===== config.mk =====
export PLATFORM = sky130hd
export DESIGN_NAME = register_file_param
export DESIGN_NICKNAME = d
export VERILOG_FILES = /design/src/rtl/register_file_param.sv
export SDC_FILE = /design/constraint.sdc
export NUM_CORES = 1
export LEC_CHECK = 0
export BUFFER_PORTS_ARGS = -buffer_cell sky130_fd_sc_hd__buf_2
export CAP_MARGIN = 40
export CELL_PAD_IN_SITES_DETAIL_PLACEMENT = 1
export CELL_PAD_IN_SITES_GLOBAL_PLACEMENT = 1
export CORE_MARGIN = 2
export CORE_UTILIZATION = 35
export CTS_BUF_LIST = sky130_fd_sc_hd__clkbuf_8
export DETAILED_ROUTE_END_ITERATION = 6
export PLACE_DENSITY_LB_ADDON = 0.1
export SLEW_MARGIN = 5
export SYNTH_ARGS = -nofsm -noshare
export SYNTH_HDL_FRONTEND = slang
export SYNTH_SLANG_ARGS = --single-unit

===== constraint.sdc =====
create_clock -name clk -period 3.5 [get_ports clk]
set_input_delay 0.7 -clock clk [delete_from_list [all_inputs] [get_ports clk]]
set_output_delay 0.7 -clock clk [all_outputs]
set_load 0.1 [all_outputs]

===== src/rtl/register_file_param.sv =====
// Parametrised register file: two registered read ports, one write port,
// and a flag register with its own write port, conflict pulse and bypass.
module register_file_param #(
  parameter int DATA_W    = 8,
  parameter int ADDR_W    = 5,
  parameter int FLAG_W    = 7,
  parameter int FLAG_REG  = 3,
  parameter int ZERO_REG0 = 1,
  parameter int BYPASS    = 1
) (
  input  logic              clk,
  input  logic              rst,
  input  logic              rd_en,
  input  logic [ADDR_W-1:0] a1,
  input  logic [ADDR_W-1:0] a2,
  output logic [DATA_W-1:0] rd1,
  output logic [DATA_W-1:0] rd2,
  output logic              rd_valid,
  input  logic              we,
  input  logic [ADDR_W-1:0] a3,
  input  logic [DATA_W-1:0] wd,
  input  logic              flag_we,
  input  logic [FLAG_W-1:0] flag_in,
  output logic [FLAG_W-1:0] flag_out,
  output logic              wr_conflict
);

  localparam int NREG = 2 ** ADDR_W;

  if (FLAG_W > DATA_W) begin : g_bad_flag_w
    $fatal(1, "register_file_param: FLAG_W > DATA_W");
  end
  if (FLAG_REG >= NREG) begin : g_bad_flag_reg
    $fatal(1, "register_file_param: FLAG_REG out of range");
  end

  localparam logic [ADDR_W-1:0] FREG = ADDR_W'(FLAG_REG);
  localparam bit Z0 = (ZERO_REG0 != 0);
  localparam bit BP = (BYPASS != 0);

  logic [DATA_W-1:0] regs [NREG];

  logic [DATA_W-1:0] flag_ext;
  logic              flag_ok;
  logic              gen_ok;
  logic              conflict;

  assign flag_ext = DATA_W'(flag_in);
  assign flag_ok  = flag_we && !(Z0 && FREG == '0);
  assign conflict = we && flag_we && (a3 == FREG);
  assign gen_ok   = we && !(Z0 && a3 == '0) && !conflict;
  assign flag_out = regs[FREG][FLAG_W-1:0];

  // Effective value seen by a read issued on this edge.
  function automatic logic [DATA_W-1:0] rdata(input logic [ADDR_W-1:0] a);
    if (Z0 && a == '0)
      return '0;
    if (BP && flag_ok && a == FREG)
      return flag_ext;
    if (BP && gen_ok && a == a3)
      return wd;
    return regs[a];
  endfunction

  always_ff @(posedge clk) begin
    if (rst) begin
      for (int i = 0; i < NREG; i++)
        regs[i] <= '0;
      rd1         <= '0;
      rd2         <= '0;
      rd_valid    <= 1'b0;
      wr_conflict <= 1'b0;
    end else begin
      if (gen_ok)
        regs[a3] <= wd;
      if (flag_ok)
        regs[FREG] <= flag_ext;
      rd1         <= rd_en ? rdata(a1) : '0;
      rd2         <= rd_en ? rdata(a2) : '0;
      rd_valid    <= rd_en;
      wr_conflict <= conflict;
    end
  end

endmodule


==> reports/qor.txt, run 1 <==
static leakage: 6.114 nW
Final Hold Fails: 0
Worst Max-Slew Pin Slew: 0.9121 ns
root buffer cell: clkbuf_8
GR Util met1: 0.3480
Setup-failing EPs final: 0
f_max: 409.8 MHz
Total Die Area: 44080 µm²
RSZ-0062 raised after global routing: no
number of global-route vias before repair: 10254
crit path from: a2[1]
DP Area: 15900 µm²
area grow syn2layout: 13.60%
largest net degree at the start of global routing: 38
routing usage on met3: 0.04157
DRT Pass-1 Iters: 5
P per Cell Area: 476.1 nW/µm²
critical path type: in2reg
hold depth: 3
RR Startpoint: regs[13][5]
post-route cell area: 16870 µm²
Worst Path Arrival: 2.94 ns
Max Clock Skew: 0.02827 ns
total vias in the final route: 9816
DRT Wirelength: 52.75 mm
Slew headroom: 0.3919
H-tree depth: 2
Crit. End Element: register
CTS tree: built
HP Class: in2reg
clk slew on worst S/H paths: 0.06 ns
DRT iter0 DRCs: 863
Final Cycle Share: 0.6973
setup TNS: 0 ns
Max clock buf depth: 3
starting density of the core: 0.3539
Inserted Clock Buffers: 51
Async SR Flop Fraction: 0
gpl congestion: 0.8910
Post-Synthesis Cells: 1055
Top FF cell, synth: edfxtp_1
Nets: 1173
required time worst endpoint: 4.00 ns
Overflow after GRT: 0
fin cells: 1721
status: complete, no violations
Post-synth EDFFs: 256
cell area after synthesis: 14850 µm²
die width: 210.0 µm
Max-Cap Viols: 0
Post-CTS Setup Repair Bufs: 0
DR WL/cell: 30.65 µm
Tmin final: 2.440 ns
GR Util met2: 0.3831
initial antenna violation count: 2
CTS Hold Bufs: 0
Final Util: 0.4021
Worst IR Drop VDD: 0.2793 mV
Core ar.: 41950 µm²
Via density: 5.704
row count: 75
library cells used by synthesis: 55
worst reg-to-reg path cell count: 5
layer carrying the most global-route usage: met2
PostCTS Resize Cnt: 0
I/O pin count: 60
first-pass GRT wire length: 76.08 mm
later-pin clock latency in the skew report: 0.64 ns
Worst Setup Start Kind: input pin
mean post-synth cell area: 14.07 µm²
Routed Antenna Nets: 0
PortBufs: 59
final slew viol count: 0
HPWL after DPL: 38.18 mm
layout cell share with drive strength beyond 1: 0.2864
Die Y: 210.0 µm
Hold Crit Start: flag_in[0]
placed insts: 1624
sequential area share after synthesis: 0.5421
clock sink count: 274
yosys warns: 0
Post-route DRC: 0
fillers: 4299
largest fanout on the critical path: 37
gr usage total: 0.2448
register bit count reported by yosys: 274
==> sequential cells by signal, summed over array words and instances (netlist names) <==
| register | count |
|---|---|
| regs | 256 |
| rd1 | 8 |
| rd2 | 8 |
| rd_valid | 1 |
| wr_conflict | 1 |
==> cells in the final DEF (no fill, tap or decap), drive strengths merged, types with 12 or more instances in the layout <==
cell and instances:
buf 119, clkinv 21, dfxtp 18, a21oi 23
and2 248, mux4 107, nor2 46, mux2i 61
edfxtp 256, clkbuf 53, o221ai 18, inv 20
or2 31, o22ai 12
==> layer usage <==
| layer | vias up | share of wire |
|---|---|---|
| li1 | 4215 | - |
| met1 | 5181 | 0.45 |
| met2 | 338 | 0.46 |
| met3 | 82 | 0.057 |
| met4 | 0 | 0.029 |
| met5 | - | 0 |
==> worst max-delay path, stage by stage <==
cell	delay, ns
buf_4	0.51
buf_4	0.33
mux4_2	0.52
mux2_2	0.28
a221oi_1	0.45
o31ai_1	0.11
==> power breakdown <==
group,switching (W),internal [W],total [W]
Combinational,0.000723,0.000402,0.00112
Sequential,0.000141,0.00377,0.00391
Clock,0.00144,0.00155,0.00300
==> kinds of logic after synthesis <==
logic type / after synthesis / synth area share
simple gates: 377 / 0.1507
mux: 175 / 0.2087
other cells: 1 / 0.0002526
buf+inv: 98 / 0.03245
flops: 274 / 0.5421
xor+xnor: 10 / 0.005899
compound gates: 120 / 0.05992
==> through the flow <==
stage	setup WS [ns]	hold slack (ns)	power, W
finish	1.060	0.3782	0.008031
global route	0.9934	0.3746	0.008323
CTS	1.114	0.3399	0.008117
detailed placement	0.4264	0.8947	0.005097
global placement	0.4503	0.9123	0.005085
floorplan	1.134	0.7190	0.004644
==> final cells by class <==
cell class                      instances  area (µm²)  area share
Timing Repair Buffer                  119       829.5     0.04918
Multi-Input combinational cell        690        6344      0.3761
Tap cell                              539       674.4     0.03999
Antenna cell                            2       5.005   0.0002967
Sequential cell                       274        8048      0.4772
Inverter                                2       7.507   0.0004451
Clock inverter                         42       229.0     0.01358
Clock buffer                           53       729.5     0.04325
==> worst paths after layout <==
kind / endpoint / slack (ns)
worst min-delay path: rd2[0] / 0.38
worst max register to register: rd1[5] / 1.51
worst max-delay path: rd2[5] / 1.06
worst min register to register: rd2[5] / 0.93
==> synth_stat cells, types with 3 or more instances <==
master      n  share of area
nor2_1     45          0.011
a211oi_1    9         0.0046
o21ai_1     4         0.0013
mux2_2      7         0.0053
a22oi_1     7         0.0035
a21oi_1    23         0.0078
nor3_1     10         0.0034
nand3_1     5         0.0017
clkbuf_1   47          0.012
mux4_2    107           0.16
o31ai_1     9         0.0046
o221ai_1   18          0.011
a32oi_1     7         0.0041
a221o_1     7         0.0047
xnor2_1     4         0.0024
a22o_1     10         0.0059
nand2_1     9         0.0023
o22ai_1    12         0.0051
edfxtp_1  256           0.52
o21ai_0     5         0.0017
or2_2      30          0.013
nand3b_1    4         0.0020
nand2b_1    4         0.0017
xor2_1      6         0.0035
buf_4      17         0.0086
buf_2      28         0.0094
dfxtp_1    18          0.024
nor2b_1     3         0.0013
and2_1    247           0.10
mux2i_1    61          0.041
or3b_2      3         0.0018
Power figures use the tool's default switching activity.
==> run 2, diff against run 1 <==
- clock period: 3.5 -> 2.5 ns (I/O delays scaled with it)
==> run 2 against run 1 <==
  * Register-to-register slack got worse by 1.0 ns
  * Via count increased by 1.8%
  * Clock skew about the same
  * Non-clock buffer count increased by 60
  * Cell count increased by 3.2%
  * Power increased by 46%
  * Critical path depth decreased by 5
  * Design area increased by 3.6%
  * Flip-flop and latch count unchanged
  * Combinational power increased by 46%
  * Largest power group unchanged
  * Highest routed layer is now met5
==> reports/qor.txt, run 2 (same netlist as run 1, synthesis figures left out) <==
Die Y: 210.0 µm
Setup-failing EPs final: 0
leading cell type in the layout, fill and taps excluded: edfxtp_1
final slew viol count: 0
largest net degree at the start of global routing: 43
DRT Pass-1 Iters: 5
static leakage: 6.436 nW
I/O pin count: 60
Final Util: 0.4166
DR WL/cell: 29.81 µm
clock sink count: 274
Inserted Clock Buffers: 50
P per Cell Area: 672.8 nW/µm²
Max Clock Skew: 0.02832 ns
CP top delay family: buffers and inverters
most frequent cells in the layout: edfxtp_1 (256), and2_1 (247), buf_4 (110)
Slowest cell on crit path: buf_2
post-route cell area: 17470 µm²
fillers: 4347
Worst Path Arrival: 1.58 ns
first-pass GRT wire length: 75.01 mm
setup TNS: 0 ns
starting density of the core: 0.3539
Via density: 5.628
gpl congestion: 0.8620
initial antenna violation count: 4
max reg flops: 256
H-tree depth: 2
biggest regs: regs (256), rd1 (8), rd2 (8)
Worst Setup Start Kind: register
Total Die Area: 44080 µm²
number of global-route vias before repair: 10165
PortBufs: 59
Tmin final: 2.077 ns
Worst IR Drop VDD: 0.3184 mV
CP peak stage delay: 0.48 ns
Max clock buf depth: 3
DRT Wirelength: 52.94 mm
crit-path cells: buf_2
gr usage total: 0.2421
RSZ-0062 raised after global routing: no
Max-Cap Viols: 0
Slew headroom: 0.5404
HPWL after DPL: 39.71 mm
CTS Hold Bufs: 0
layout cell share with drive strength beyond 1: 0.3244
clk slew on worst S/H paths: 0.06 ns
area grow syn2layout: 17.70%
total vias in the final route: 9996
later-pin clock latency in the skew report: 0.65 ns
Total Power: 0.01176 W
largest fanout on the critical path: 1
DP Area: 16420 µm²
Crit. End Element: primary output
die width: 210.0 µm
CTS tree: built
Top reg by flops: regs
PostCTS Resize Cnt: 0
root buffer cell: clkbuf_8
HP Class: in2reg
required time worst endpoint: 2.00 ns
Routed Antenna Nets: 0
status: complete, no violations
Core ar.: 41950 µm²
Nets: 1232
Worst Max-Slew Pin Slew: 0.6895 ns
Post-CTS Setup Repair Bufs: 0
Final Hold Fails: 0
CP bufs+invs: 1
Overflow after GRT: 0
row count: 75
f_max: 481.6 MHz
Post-route DRC: 0
Final Cycle Share: 0.8306
DRT iter0 DRCs: 926
critical path type: reg2out
## run 2: changes by cell type in the layout (fill, tap and decap cells not counted)
cell / before / now
clkinv_2: 12 / 9
inv_1: 20 / 12
clkbuf_8: 53 / 52
buf_4: 55 / 110
clkinv_1: 9 / 10
clkinvlp_4: 1 / 3
diode_2: 2 / 1
bufinv_16: 2 / 6
buf_12: 6 / 12
buf_6: 1 / 0
inv_6: 0 / 1
## run 2: metal layers
metal / track usage / vias up / wire [µm]
met5: 0 / - / 12
met4: 0.06090 / 2 / 1186
met3: 0.03784 / 64 / 2849
met2: 0.3799 / 340 / 24090
met1: 0.3528 / 5252 / 24790
li1: - / 4338 / -
## run 2: worst paths after layout
kind	from	to	slack [ns]	cells past startpoint
max reg2reg	regs[26][5]	rd1[5]	0.49	5
min	flag_in[0]	rd2[0]	0.18	3
max	rd1[5]	rd1[5]	0.42	1
min reg2reg	regs[28][4]	rd1[4]	0.88	4
## run 2: power breakdown
part / leakage (nW) / total, W / switching (W) / internal [W]
registers: 2.60 / 0.00548 / 0.000204 / 0.00528
clock network: 0.575 / 0.00463 / 0.00207 / 0.00256
logic: 3.27 / 0.00164 / 0.00102 / 0.000627
total: 6.44 / 0.0118 / 0.00329 / 0.00846
## run 2: layout make-up
class / instances / area (µm²) / area share
diodes: 1 / 2.502 / 0.0001432
inverters: 2 / 7.507 / 0.0004296
multi-input cells: 690 / 6344 / 0.3630
repair buffers: 179 / 1351 / 0.07733
clock inverters: 39 / 331.6 / 0.01897
well taps: 539 / 674.4 / 0.03859
flip-flops and latches: 274 / 8048 / 0.4605
clock buffers: 52 / 715.7 / 0.04096
## run 2: per-stage QoR
| step | cells | setup WS, ns | hold WS, ns |
|---|---|---|---|
| after floorplan | 1062 | 0.3338 | 0.6145 |
| after global routing | 1776 | 0.3855 | 0.1552 |
| after global placement | 1684 | -0.09723 | 0.7994 |
| after CTS | 1775 | 0.3811 | 0.1481 |
| after detailed placement | 1684 | -0.1153 | 0.8301 |
| final | 1776 | 0.4234 | 0.1823 |
==> run 3, diff against run 2 <==
- ABC_AREA: unset -> 1
- clock period: 2.5 -> 1.7 ns (I/O delays scaled with it)
==> run 3 against run 2 <==
  * The run now ends with setup timing left
  * Synthesized cell count rose by 97%
  * Sequential share of layout area fell by 6.1 points
  * Clock power rose by 49%
  * Worst hold slack got worse by 0.12 ns
  * Combinational power rose by 100%
  * Sequential power rose by 45%
  * Clock skew rose by 0.015 ns
==> reports/qor.txt, run 3 <==
Worst Setup Start Kind: register
clock sink count: 274
mean post-synth cell area: 7.602 µm²
hold depth: 3
Setup-failing EPs final: 3
Final Hold Fails: 0
HPWL after DPL: 49.11 mm
Seq pwr share: 0.438
sequential area share after synthesis: 0.5099
Post-route DRC: 0
layout cell share with drive strength beyond 1: 0.1826
CP peak stage delay: 0.52 ns
Total Power: 0.01814 W
HP Class: in2reg
cell area after synthesis: 15780 µm²
P per Cell Area: 901.2 nW/µm²
worst reg-to-reg path cell count: 9
complex-gate fraction of the synthesized area: 0.07159
largest fanout on the critical path: 2
fillers: 5387
RSZ-0062 raised after global routing: yes
fin cells: 2914
required time worst endpoint: 1.36 ns
Post-Synthesis Cells: 2076
post-route cell area: 20130 µm²
WHS: 0.06439 ns
later-pin clock latency in the skew report: 0.64 ns
final setup margin: -0.05206 ns
yosys warns: 0
FF-to-FF End: rd2[0]
multiplexer area fraction after synthesis: 0
gr usage total: 0.2846
library cells used by synthesis: 26
CP top delay family: flip-flops
Max Clock Skew: 0.04358 ns
area grow syn2layout: 27.56%
RR Startpoint: regs[3][0]
Simple-Gate Fraction of Synth Area: 0.3223
Final Cycle Share: 1.031
CTS tree: built
Crit. End Element: primary output
antenna fix cells: 0
first-pass GRT wire length: 98.31 mm
f_max: 570.8 MHz
placed insts: 2817
Worst Path Arrival: 1.41 ns
reg2reg setup slack: 0.10 ns
Die Y: 216.4 µm
Total Die Area: 46810 µm²
Synth area leader: edfxtp_1
DRT iter0 DRCs: 1272
Max-Cap Viols: 0
Tmin final: 1.752 ns
root buffer cell: clkbuf_8
Async SR Flop Fraction: 0
initial antenna violation count: 0
row count: 77
PortBufs: 59
internal power: 0.01271 W
DRT Pass-1 Iters: 5
Nets: 2317
total vias in the final route: 15273
Slowest cell on crit path: edfxtp_1
static leakage: 9.165 nW
largest net degree at the start of global routing: 37
Worst IR Drop VDD: 0.6497 mV
Post-synth EDFFs: 256
clk slew on worst S/H paths: 0.06 ns
synth top area cells: edfxtp_1 (49%), nand2_1 (13%), nand3_1 (9.4%), nor2_1 (7.8%), inv_1 (5.6%)
CP Depth: 1
failing checks: setup timing
Top FF cell, synth: edfxtp_1
most frequent cell after synthesis: nand2_1
most frequent cells in the layout: nand2_1 (535), nor2_1 (325), nand3_1 (294)
DP Area: 18890 µm²
Routed Antenna Nets: 0
Core ar.: 44320 µm²
Clock Power Share: 0.380
Inserted Clock Buffers: 52
Setup WS pre-CTS: -0.3568 ns
Overflow after GRT: 0
Top reg by flops: regs
DRT Wirelength: 66.37 mm
sw frac: 0.2994
NetSw: 0.005431 W
status: finished with violations
starting density of the core: 0.3561
power share of the combinational group: 0.182
biggest regs: regs (256), rd1 (8), rd2 (8)
Synth Area in XOR/XNOR: 0.003330
DR WL/cell: 22.78 µm
die width: 216.4 µm
final slew viol count: 0
Hold Crit Start: flag_in[3]
max reg flops: 256
crit-path cells: buf_8
CP bufs+invs: 1
register bit count reported by yosys: 274
Max clock buf depth: 3
critical path type: reg2out
gpl congestion: 0.9123
H-tree depth: 2
I/O pin count: 60
post-synth top area share: 0.4871
commonest cells in the netlist: nand2_1 (552), nor2_1 (327), nand3_1 (295)
main combinational cell family by area after synthesis: simple AND/OR/NAND/NOR gates
leading cell type in the layout, fill and taps excluded: nand2_1
Synth Area in Adders: 0
worst hold path endpoint: rd1[3]
number of global-route vias before repair: 15275
Via density: 5.241
==> run 3: power groups by stage <==
| stage | Combinational [W] | Clock [W] | Sequential, W |
|---|---|---|---|
| floorplan | 0.00159 | 0 | 0.00817 |
| global placement | 0.00316 | 0 | 0.00807 |
| detailed placement | 0.00321 | 0 | 0.00808 |
| CTS | 0.00327 | 0.00705 | 0.00795 |
| global route | 0.00353 | 0.00730 | 0.00798 |
| finish | 0.00330 | 0.00690 | 0.00795 |
==> run 3: final cells by class <==
| type | instances | area (µm²) | share of cell area |
|---|---|---|---|
| Timing Repair Buffer | 287 | 2846 | 0.1414 |
| Multi-Input combinational cell | 1428 | 6521 | 0.3239 |
| Sequential cell | 274 | 8048 | 0.3997 |
| Tap cell | 592 | 740.7 | 0.03679 |
| Clock inverter | 39 | 315.3 | 0.01566 |
| Clock buffer | 55 | 757.0 | 0.03760 |
| Inverter | 239 | 904.6 | 0.04493 |
==> run 3: worst max path at each step <==
| stage | startpoint | endpoint | slack [ns] |
|---|---|---|---|
| 6_report | regs[3][1] | flag_out[1] | -0.05 |
| 5_1_grt | regs[3][1] | flag_out[1] | -0.07 |
| 4_1_cts | regs[3][1] | flag_out[1] | -0.09 |
| 3_5_place_dp | a1[2] | rd1[2] | -0.36 |
| 3_3_place_gp | a1[2] | rd1[6] | -0.33 |
| 2_1_floorplan | a3[3] | regs[22][0] | -0.52 |
==> run 3: per-stage QoR <==
step	utilization	setup TNS [ns]
after floorplan	-	-121.56
after global placement	0.4263	-99.27
after detailed placement	0.4263	-117.35
after CTS	0.4538	-0.2735
after global routing	0.4543	-0.2231
final	0.4543	-0.09383
==> run 3: cell families (layout without fill, tap and decap cells) <==
group,count (synthesis),in the layout
AO/OA/AOI/OAI,192,192
XOR/XNOR,6,6
buffers and inverters,381,620
flip-flops,274,274
other,1,8
AND/OR/NAND/NOR,1222,1222
==> run 3: routing by layer <==
metal / global-route usage / vias up / routed length, µm
met4: 0.09954 / 0 / 2256
met3: 0.03621 / 119 / 3824
met5: 0 / - / 0
li1: - / 7152 / -
met2: 0.4416 / 510 / 29500
met1: 0.4090 / 7492 / 30790
==> run 3: timing repair <==
action	4_1_cts	5_1_grt
gates resized for setup	40	6
gates cloned	0	0
endpoints found under the hold margin	1	0
hold buffers	1	0
setup endpoints to repair	25	7
setup buffers	2	0
